### config.mk
export PLATFORM = sky130hd
export DESIGN_NAME = param_code_lock
export DESIGN_NICKNAME = d
export VERILOG_FILES = /design/src/rtl/param_code_lock.sv
export SDC_FILE = /design/constraint.sdc
export NUM_CORES = 1
export LEC_CHECK = 0
export CORE_UTILIZATION = 40
export DETAILED_ROUTE_END_ITERATION = 10
export GPL_ROUTABILITY_DRIVEN = 0
export GPL_TIMING_DRIVEN = 0
export PLACE_DENSITY_LB_ADDON = 0.25
export SYNTH_ARGS = -nofsm -noshare
export SYNTH_HDL_FRONTEND = slang
export SYNTH_SLANG_ARGS = --single-unit
export TNS_END_PERCENT = 30
### constraint.sdc
create_clock -name clk -period 5.7 [get_ports clk]
set_input_delay 1.425 -clock clk [delete_from_list [all_inputs] [get_ports clk]]
set_output_delay 1.425 -clock clk [all_outputs]
set_load 0.05 [all_outputs]
### src/rtl/param_code_lock.sv
// Sequence code lock: collects CODE_LEN symbols, compares them against a programmable code,
// and handles open hold, failure counting, timed lockout, entry timeout and in-field code change.
module param_code_lock #(
   parameter int SYM_W       = 3,
   parameter int CODE_LEN    = 3,
   parameter logic [SYM_W*CODE_LEN-1:0] DEFAULT_CODE = 9'b011111101,
   parameter int OPEN_CYC    = 16,
   parameter int MAX_FAIL    = 3,
   parameter int LOCKOUT_CYC = 1024,
   parameter int ENTRY_TO    = 256
) (
   input  logic                          clk,
   input  logic                          reset,
   input  logic                          sym_valid,
   input  logic [SYM_W-1:0]              sym,
   input  logic                          code_wr,
   input  logic [SYM_W*CODE_LEN-1:0]     code_in,
   output logic                          unlock,
   output logic                          fail,
   output logic                          locked_out,
   output logic [$clog2(MAX_FAIL+1)-1:0] fail_cnt
);

   localparam int T_OL  = (OPEN_CYC > LOCKOUT_CYC) ? OPEN_CYC : LOCKOUT_CYC;
   localparam int T_MAX = (T_OL > ENTRY_TO) ? T_OL : ENTRY_TO;
   localparam int TMR_W = $clog2(T_MAX + 1);
   localparam int FC_W  = $clog2(MAX_FAIL + 1);
   localparam int IDX_W = (CODE_LEN > 1) ? $clog2(CODE_LEN) : 1;

   typedef enum logic [1:0] {IDLE, ENTRY, OPEN, LOCKOUT} state_t;

   state_t                      state, state_n;
   logic [SYM_W*CODE_LEN-1:0]   code, code_n;
   logic [IDX_W-1:0]            idx, idx_n;
   logic                        match, match_n;
   logic [TMR_W-1:0]            timer, timer_n;
   logic [FC_W-1:0]             fail_cnt_n, fc_inc;
   logic                        fail_n;
   logic [SYM_W-1:0]            cur_sym;
   logic                        sym_hit, last, timer_done, eval, eval_ok, run_match;

   always_comb begin
      cur_sym = '0;
      for (int i = 0; i < CODE_LEN; i++)
         if (idx == IDX_W'(i)) cur_sym = code[(CODE_LEN-1-i)*SYM_W +: SYM_W];
   end

   assign sym_hit    = (sym == cur_sym);
   assign last       = (idx == IDX_W'(CODE_LEN - 1));
   assign timer_done = (timer == TMR_W'(1));
   // match holds 1 in IDLE, so the first symbol starts a fresh AND-chain
   assign run_match  = match & sym_hit;
   assign fc_inc     = (fail_cnt == FC_W'(MAX_FAIL)) ? fail_cnt : fail_cnt + FC_W'(1);

   always_comb begin
      state_n    = state;
      code_n     = code;
      idx_n      = idx;
      match_n    = match;
      timer_n    = timer;
      fail_cnt_n = fail_cnt;
      fail_n     = 1'b0;
      eval       = 1'b0;
      eval_ok    = 1'b0;
      case (state)
         IDLE, ENTRY: begin
            if (sym_valid) begin
               if (last) begin
                  eval    = 1'b1;
                  eval_ok = run_match;
               end else begin
                  state_n = ENTRY;
                  idx_n   = idx + IDX_W'(1);
                  match_n = run_match;
                  timer_n = TMR_W'(ENTRY_TO);
               end
            end else if (state == ENTRY) begin
               // idle too long: drop the partial entry without counting a failure
               if (timer_done) begin
                  state_n = IDLE;
                  idx_n   = '0;
                  match_n = 1'b1;
                  timer_n = '0;
               end else begin
                  timer_n = timer - TMR_W'(1);
               end
            end
         end
         OPEN: begin
            if (code_wr) code_n = code_in;
            if (timer_done) begin
               state_n = IDLE;
               timer_n = '0;
            end else begin
               timer_n = timer - TMR_W'(1);
            end
         end
         LOCKOUT: begin
            if (timer_done) begin
               state_n    = IDLE;
               timer_n    = '0;
               fail_cnt_n = '0;
            end else begin
               timer_n = timer - TMR_W'(1);
            end
         end
         default: state_n = IDLE;
      endcase

      if (eval) begin
         idx_n   = '0;
         match_n = 1'b1;
         if (eval_ok) begin
            state_n    = OPEN;
            timer_n    = TMR_W'(OPEN_CYC);
            fail_cnt_n = '0;
         end else begin
            fail_n     = 1'b1;
            fail_cnt_n = fc_inc;
            if (fc_inc == FC_W'(MAX_FAIL)) begin
               state_n = LOCKOUT;
               timer_n = TMR_W'(LOCKOUT_CYC);
            end else begin
               state_n = IDLE;
               timer_n = '0;
            end
         end
      end
   end

   always_ff @(posedge clk or posedge reset) begin
      if (reset) begin
         state      <= IDLE;
         code       <= DEFAULT_CODE;
         idx        <= '0;
         match      <= 1'b1;
         timer      <= '0;
         fail_cnt   <= '0;
         unlock     <= 1'b0;
         fail       <= 1'b0;
         locked_out <= 1'b0;
      end else begin
         state      <= state_n;
         code       <= code_n;
         idx        <= idx_n;
         match      <= match_n;
         timer      <= timer_n;
         fail_cnt   <= fail_cnt_n;
         unlock     <= (state_n == OPEN);
         fail       <= fail_n;
         locked_out <= (state_n == LOCKOUT);
      end
   end

endmodule

Word-level counts from Yosys, hierarchy flattened

Cells that the tools add are included.

Output and inout bits: 5
Flip-flop bits (word level): 30
Input port bits: 16
Logic and storage cells: 83

Reductions and logical operators: 13
Add/sub/neg operators: 3
Eq/ne operators: 14
Multiplexer cells: 43
Bitwise gates (word level): 1

Operators by type and width:

| operator                                                                | count |
|---|---|
| 11-bit two-way mux                                                      | 7 |
| 2-bit two-way mux                                                       | 17 |
| 11-bit one-hot mux with 2 select lines                                  | 1 |
| 2-bit equality test (second input constant)                             | 7 |
| 1-bit two-way mux                                                       | 14 |
| 11-bit by 1-bit equality test with 1-bit output (second input constant) | 1 |
| 11-bit by 1-bit subtractor with 11-bit output (second input constant)   | 1 |
| 3-bit two-way mux                                                       | 3 |
| 4-bit != test (second input constant)                                   | 2 |
| 2-bit AND reduction                                                     | 3 |
| 2-bit nonzero test                                                      | 3 |
| 3-bit nonzero test                                                      | 2 |
| 2-bit by 1-bit adder with 2-bit output (second input constant)          | 2 |
| 2-bit by 1-bit equality test with 1-bit output (second input constant)  | 2 |
| 2-bit zero test                                                         | 2 |
| 2-bit one-hot mux with 2 select lines                                   | 1 |
| 4-bit AND reduction                                                     | 1 |
| 2-bit OR reduction                                                      | 2 |
| 3-bit equality test                                                     | 1 |
| 3-bit by 2-bit != test with 1-bit output (second input constant)        | 1 |
| 1-bit bitwise AND                                                       | 1 |

Longest topological paths before layout

Gate-level depths: netlist (run 1).

Depth in word-level cells: 12
Depth in mapped cells: 8
Depth with buffers taken out: 7

Least setup slack after synthesis (run 1)

Ideal clock, no wire load.

Path kind: input -> register
Start: in sym_valid
End: reg timer[4]
Required time: 5.574 ns
Arrival time: 2.241 ns
Setup slack: 3.333 ns
Buffers on the path: 0
Library setup time: 0.126 ns
Stages on the path: 5
Path through: inv_1 > nor2_2 > nor2_2 > a21o_1 > a221o_1

Word-level cells in the longest chain between the ends: 4
Elaborated cells between the ends (all ways): 11
Those cells by class: eq/ne: 2; mux: 8; reduce/logical: 1

Ends and longest elaborated chain:

| element                                                                    | line | source |
|---|---|---|
| start, declared                                                            | 14   | `input logic sym_valid,` |
| 1-bit two-way mux                                                          | 67   | `if (sym_valid) begin` |
| 1-bit two-way mux                                                          | 65   | `case (state)` |
| 4-bit != test (no line) / 11-bit two-way mux (equally long branches)       | -    |  |
| 2-bit AND reduction (no line) / 11-bit two-way mux (equally long branches) | -    |  |
| end signal, assigned                                                       | 147  | `timer <= timer_n;` |
| end, declared                                                              | 36   | `logic [TMR_W-1:0] timer, timer_n;` |

Parallel ways exist; a longest one is shown, timed or not.
A chain may end at the register's enable or synchronous reset.

Worst setup path after layout (run 1)

Start: in sym_valid
End: reg unlock

Word-level cells in the longest chain between the ends: 5
Elaborated cells between the ends (all ways): 9
Those cells by class: eq/ne: 1; mux: 8

Ends and longest elaborated chain:

| element               | line | source |
|---|---|---|
| 1-bit two-way mux     | 67   |  |
| 1-bit two-way mux     | 65   |  |
| 2-bit two-way mux     | 113  | `if (eval_ok) begin` |
| 2-bit two-way mux *   | 110  | `if (eval) begin` |
| 2-bit equality test * | 149  | `unlock <= (state_n == OPEN);` |
| end signal, assigned  | 149  |  |
| end, declared         | 18   | `output logic unlock,` |

Mark *: on every way between the ends. The rest lies on a longest branch, timed or not.

==> results.yml, run 1 <==
placement:
  numPlacedInstances: 243
  place.port_buffers: 20
  hpwl_mm: 2.65
  postPlaceCellArea_um2: 1930
  pre_cts_ws_ns: 2.44
clock_tree:
  cts.root.buffer_cell: "sky130_fd_sc_hd__clkbuf_8"
  clk_pin_slew_worst_paths_ns: 0.07
  ctsLongestPathBuffers: 2
  post_cts_hold_buffer_count: 0
  post-cts-setup-buffers: 0
  cts_tree: "done"
  numClockSinks: 30
  postCtsResizedCells: 0
  cts.htree.levels: 2
  tritoncts.num_buffers: 5
  worst_skew_pair.late_latency_ns: 0.29
pwr:
  peakVddDrop_mv: 0.226
  power_frac_clock: 0.185
  sw_frac_of_total: 0.390
  power_per_cell_area_nw_per_um2: 487
  internal_power_mw: 0.600
  seq_power_share: 0.407
  switching_power_mw: 0.383
  leakagePower_nw: 0.835
  pwr-share-comb: 0.408
global_route:
  antenna_found_initial: 0
  grt_first_pass_wirelength_mm: 6.14
  most_heavily_used_metal_layer_in_global_routing: "met2"
  met3_use_gr: 0.0497
  total_global_route_track_usage: 0.194
  use_met2: 0.338
  globalRouteOverflowTotal: 0
  met1_usage: 0.209
  grt_start_max_net_pins: 31
  grt_pass1_vias: 1371
worst_setup_path:
  worst_path_max_delay_cell: "sky130_fd_sc_hd__clkdlybuf4s50_1"
  critical_path_class: "input pin to flip-flop"
  critical_path.max_stage_delay_ns: 0.57
  worstPathCellList: "clkdlybuf4s50_1, inv_1, nor2_2, nand2_1, nor3_1, o21bai_1"
  setup.worst_path.end_class: "flip-flop"
  worst-r2r-setup-slack_ns: 3.55
  setup.worst_path.start_class: "input pin"
  cp_data_required_time_ns: 5.92
  critPathMaxFanout: 9
  arrival_ns: 3.19
final_layout:
  total_non_filler_cell_area_in_the_finished_layout_um2: 2020
  layout_commonest_cell: "sky130_fd_sc_hd__dfrtp_1"
  areaGrowthSynthToFinish_pct: 21.3
  mostFrequentLayoutCells: "sky130_fd_sc_hd__dfrtp_1 (22), sky130_fd_sc_hd__clkdlybuf4s50_1 (20), sky130_fd_sc_hd__o21ai_0 (17)"
  num_antenna_cells: 0
  finalNetCount: 221
  layout-drive-gt1-share: 0.169
  finish.cell_count_without_fillers: 251
synth:
  synth.ff_latch_count: 30
  syn_nets: 194
  netlist-cell-type-count: 47
  synth_warnings: 0
  yosys.area.top_type: "sky130_fd_sc_hd__dfrtp_1"
  synth_seq_area_share: 0.457
  postSynth.topFlopCell: "sky130_fd_sc_hd__dfrtp_1"
  synth-async-reset-ratio: 1.00
  syn-instance-count: 173
  syn-mean-instance-area_um2: 9.63
  number_of_flops_mapped_to_enable_cells_by_yosys: 0
  synth_top_area_share: 0.331
  mappedNetlistArea_um2: 1670
  synth_area_leaders: "sky130_fd_sc_hd__dfrtp_1 (33%), sky130_fd_sc_hd__dfstp_2 (13%), sky130_fd_sc_hd__mux2_2 (6.1%)"
hold_path:
  min_path_type: "flip-flop to flip-flop"
sta:
  min_period_ns: 2.97
  timing.fmax_mhz: 336
  final_setup_violation_count: 0
  grt_setup_unrepaired: "no"
  max_slew.worst_pin.slew_ns: 1.14
  setup_slack_ns: 2.73
  slew_headroom: 0.241
  finalHoldViolCount: 0
  finalClockSkew_ns: 0.00949
  drv_slew: 0
  final.period_utilization: 0.522
  tns_ns: 0
  hold-worst-slack_ns: 0.532
flow_run:
  maxCapViolCount: 0
die:
  area_inside_the_core_boundary_um2: 4000
  die_h_um: 66.5
  die_area_um2: 4430
  die-width_um: 66.5
  boundaryPins: 21
  initial_core_util: 0.416
  row_count: 23
detailed_routing:
  viasPerCell: 5.59
  drtAntennaViolNets: 0
  drt_pre_antenna_iters: 4
  drt-wirelength-per-cell_um: 14.4
  drt_wl_total_mm: 3.62
  drt_iter0_drc: 101
  drc_errors: 0
  detailroute.via_count: 1402
status:
  result_of_the_run: "finished, final reports clean"
==> per-stage QoR <==
step / total power [mW] / utilization
global placement: 0.783 / 0.482
CTS: 0.987 / 0.505
detailed placement: 0.806 / 0.482
finish: 0.983 / 0.505
global route: 1.06 / 0.505
floorplan: 0.697 / -
==> metal layers <==
layer  part of all wire  up-vias
li1                   -      682
met1               0.42      673
met2               0.51       39
met3              0.052        8
met4              0.024        0
met5                  0        -
==> power by group through the flow <==
stage / Sequential, mW / Clock [mW] / Combinational, mW
final: 0.400 / 0.182 / 0.400
after global routing: 0.416 / 0.197 / 0.447
after CTS: 0.399 / 0.184 / 0.404
after detailed placement: 0.404 / 0 / 0.402
after global placement: 0.397 / 0 / 0.386
after floorplan: 0.412 / 0 / 0.285
==> layout make-up <==
class | instances | area, um2
timing repair buffer | 20 | 200
fill | 387 | 1980
multi-input combinational | 126 | 840
inverter | 13 | 48.8
buffer | 4 | 16.3
clock inverter | 1 | 5.00
clock buffer | 7 | 86.3
tap | 50 | 62.6
sequential | 30 | 761
==> path summary, 6_finish.rpt <==
path / start / to / cells after the start
worst max register to register: timer[1] / timer[3] / 7
min in group asynchronous: reset / unlock / 2
worst min register to register: idx[1] / idx[1] / 1
worst max-delay path: sym_valid / unlock / 6
worst min-delay path: idx[1] / idx[1] / 1
max in group asynchronous: reset / fail_cnt[0] / 2
==> cells by family after synthesis <==
family / after synthesis / share of synthesized area
AND/OR/NAND/NOR: 59 / 0.188
flip-flops: 30 / 0.457
buffers and inverters: 17 / 0.0391
multiplexers: 10 / 0.0669
XOR/XNOR: 5 / 0.0263
adder cells (fa/ha/maj): 5 / 0.0376
AO/OA/AOI/OAI: 47 / 0.186
==> synthesized netlist by cell type, types with 2 or more instances <==
cell	instances
sky130_fd_sc_hd__nand2b_1	3
sky130_fd_sc_hd__ha_1	5
sky130_fd_sc_hd__nand2_1	15
sky130_fd_sc_hd__nand3_1	4
sky130_fd_sc_hd__o21ai_0	17
sky130_fd_sc_hd__inv_1	13
sky130_fd_sc_hd__dfstp_2	8
sky130_fd_sc_hd__dfrtp_1	22
sky130_fd_sc_hd__nor2_1	12
sky130_fd_sc_hd__o2111ai_1	2
sky130_fd_sc_hd__nand4_1	2
sky130_fd_sc_hd__clkbuf_1	3
sky130_fd_sc_hd__xnor2_1	4
sky130_fd_sc_hd__mux2_2	9
sky130_fd_sc_hd__nor2_2	2
sky130_fd_sc_hd__a31oi_1	4
sky130_fd_sc_hd__or3b_2	2
sky130_fd_sc_hd__a21oi_1	6
sky130_fd_sc_hd__o31ai_1	3
sky130_fd_sc_hd__nor3_1	10
==> sequential cells by signal, indices dropped and copies added, names as in the netlist <==
signal,count
code,9
timer,11
state,2
locked_out,1
unlock,1
match,1
fail,1
fail_cnt,2
idx,2
==> worst max-delay path: cells and delay by family <==
kind            cells  cell delay (ns)
simple gates        3             0.92
compound gates      1             0.17
buf+inv             2             0.68
Note: power is estimated with default switching activity, not from simulation.
==> inputs of run 2 (changes only) <==
Clock period 5.7 ns to 2.46 ns, I/O delays scaled along.
==> results of run 2 <==
The final DEF is identical to that of run 1. Status: finished, final reports clean.
Main changes from that run: setup slack after placement 2.44 ns -> 0.0142 ns; setup slack after layout 2.73 ns -> 0.297 ns; register-to-register setup slack 3.55 ns -> 0.31 ns; total power 0.983 mW -> 2.28 mW; worst IR drop on VDD 0.226 mV -> 0.524 mV
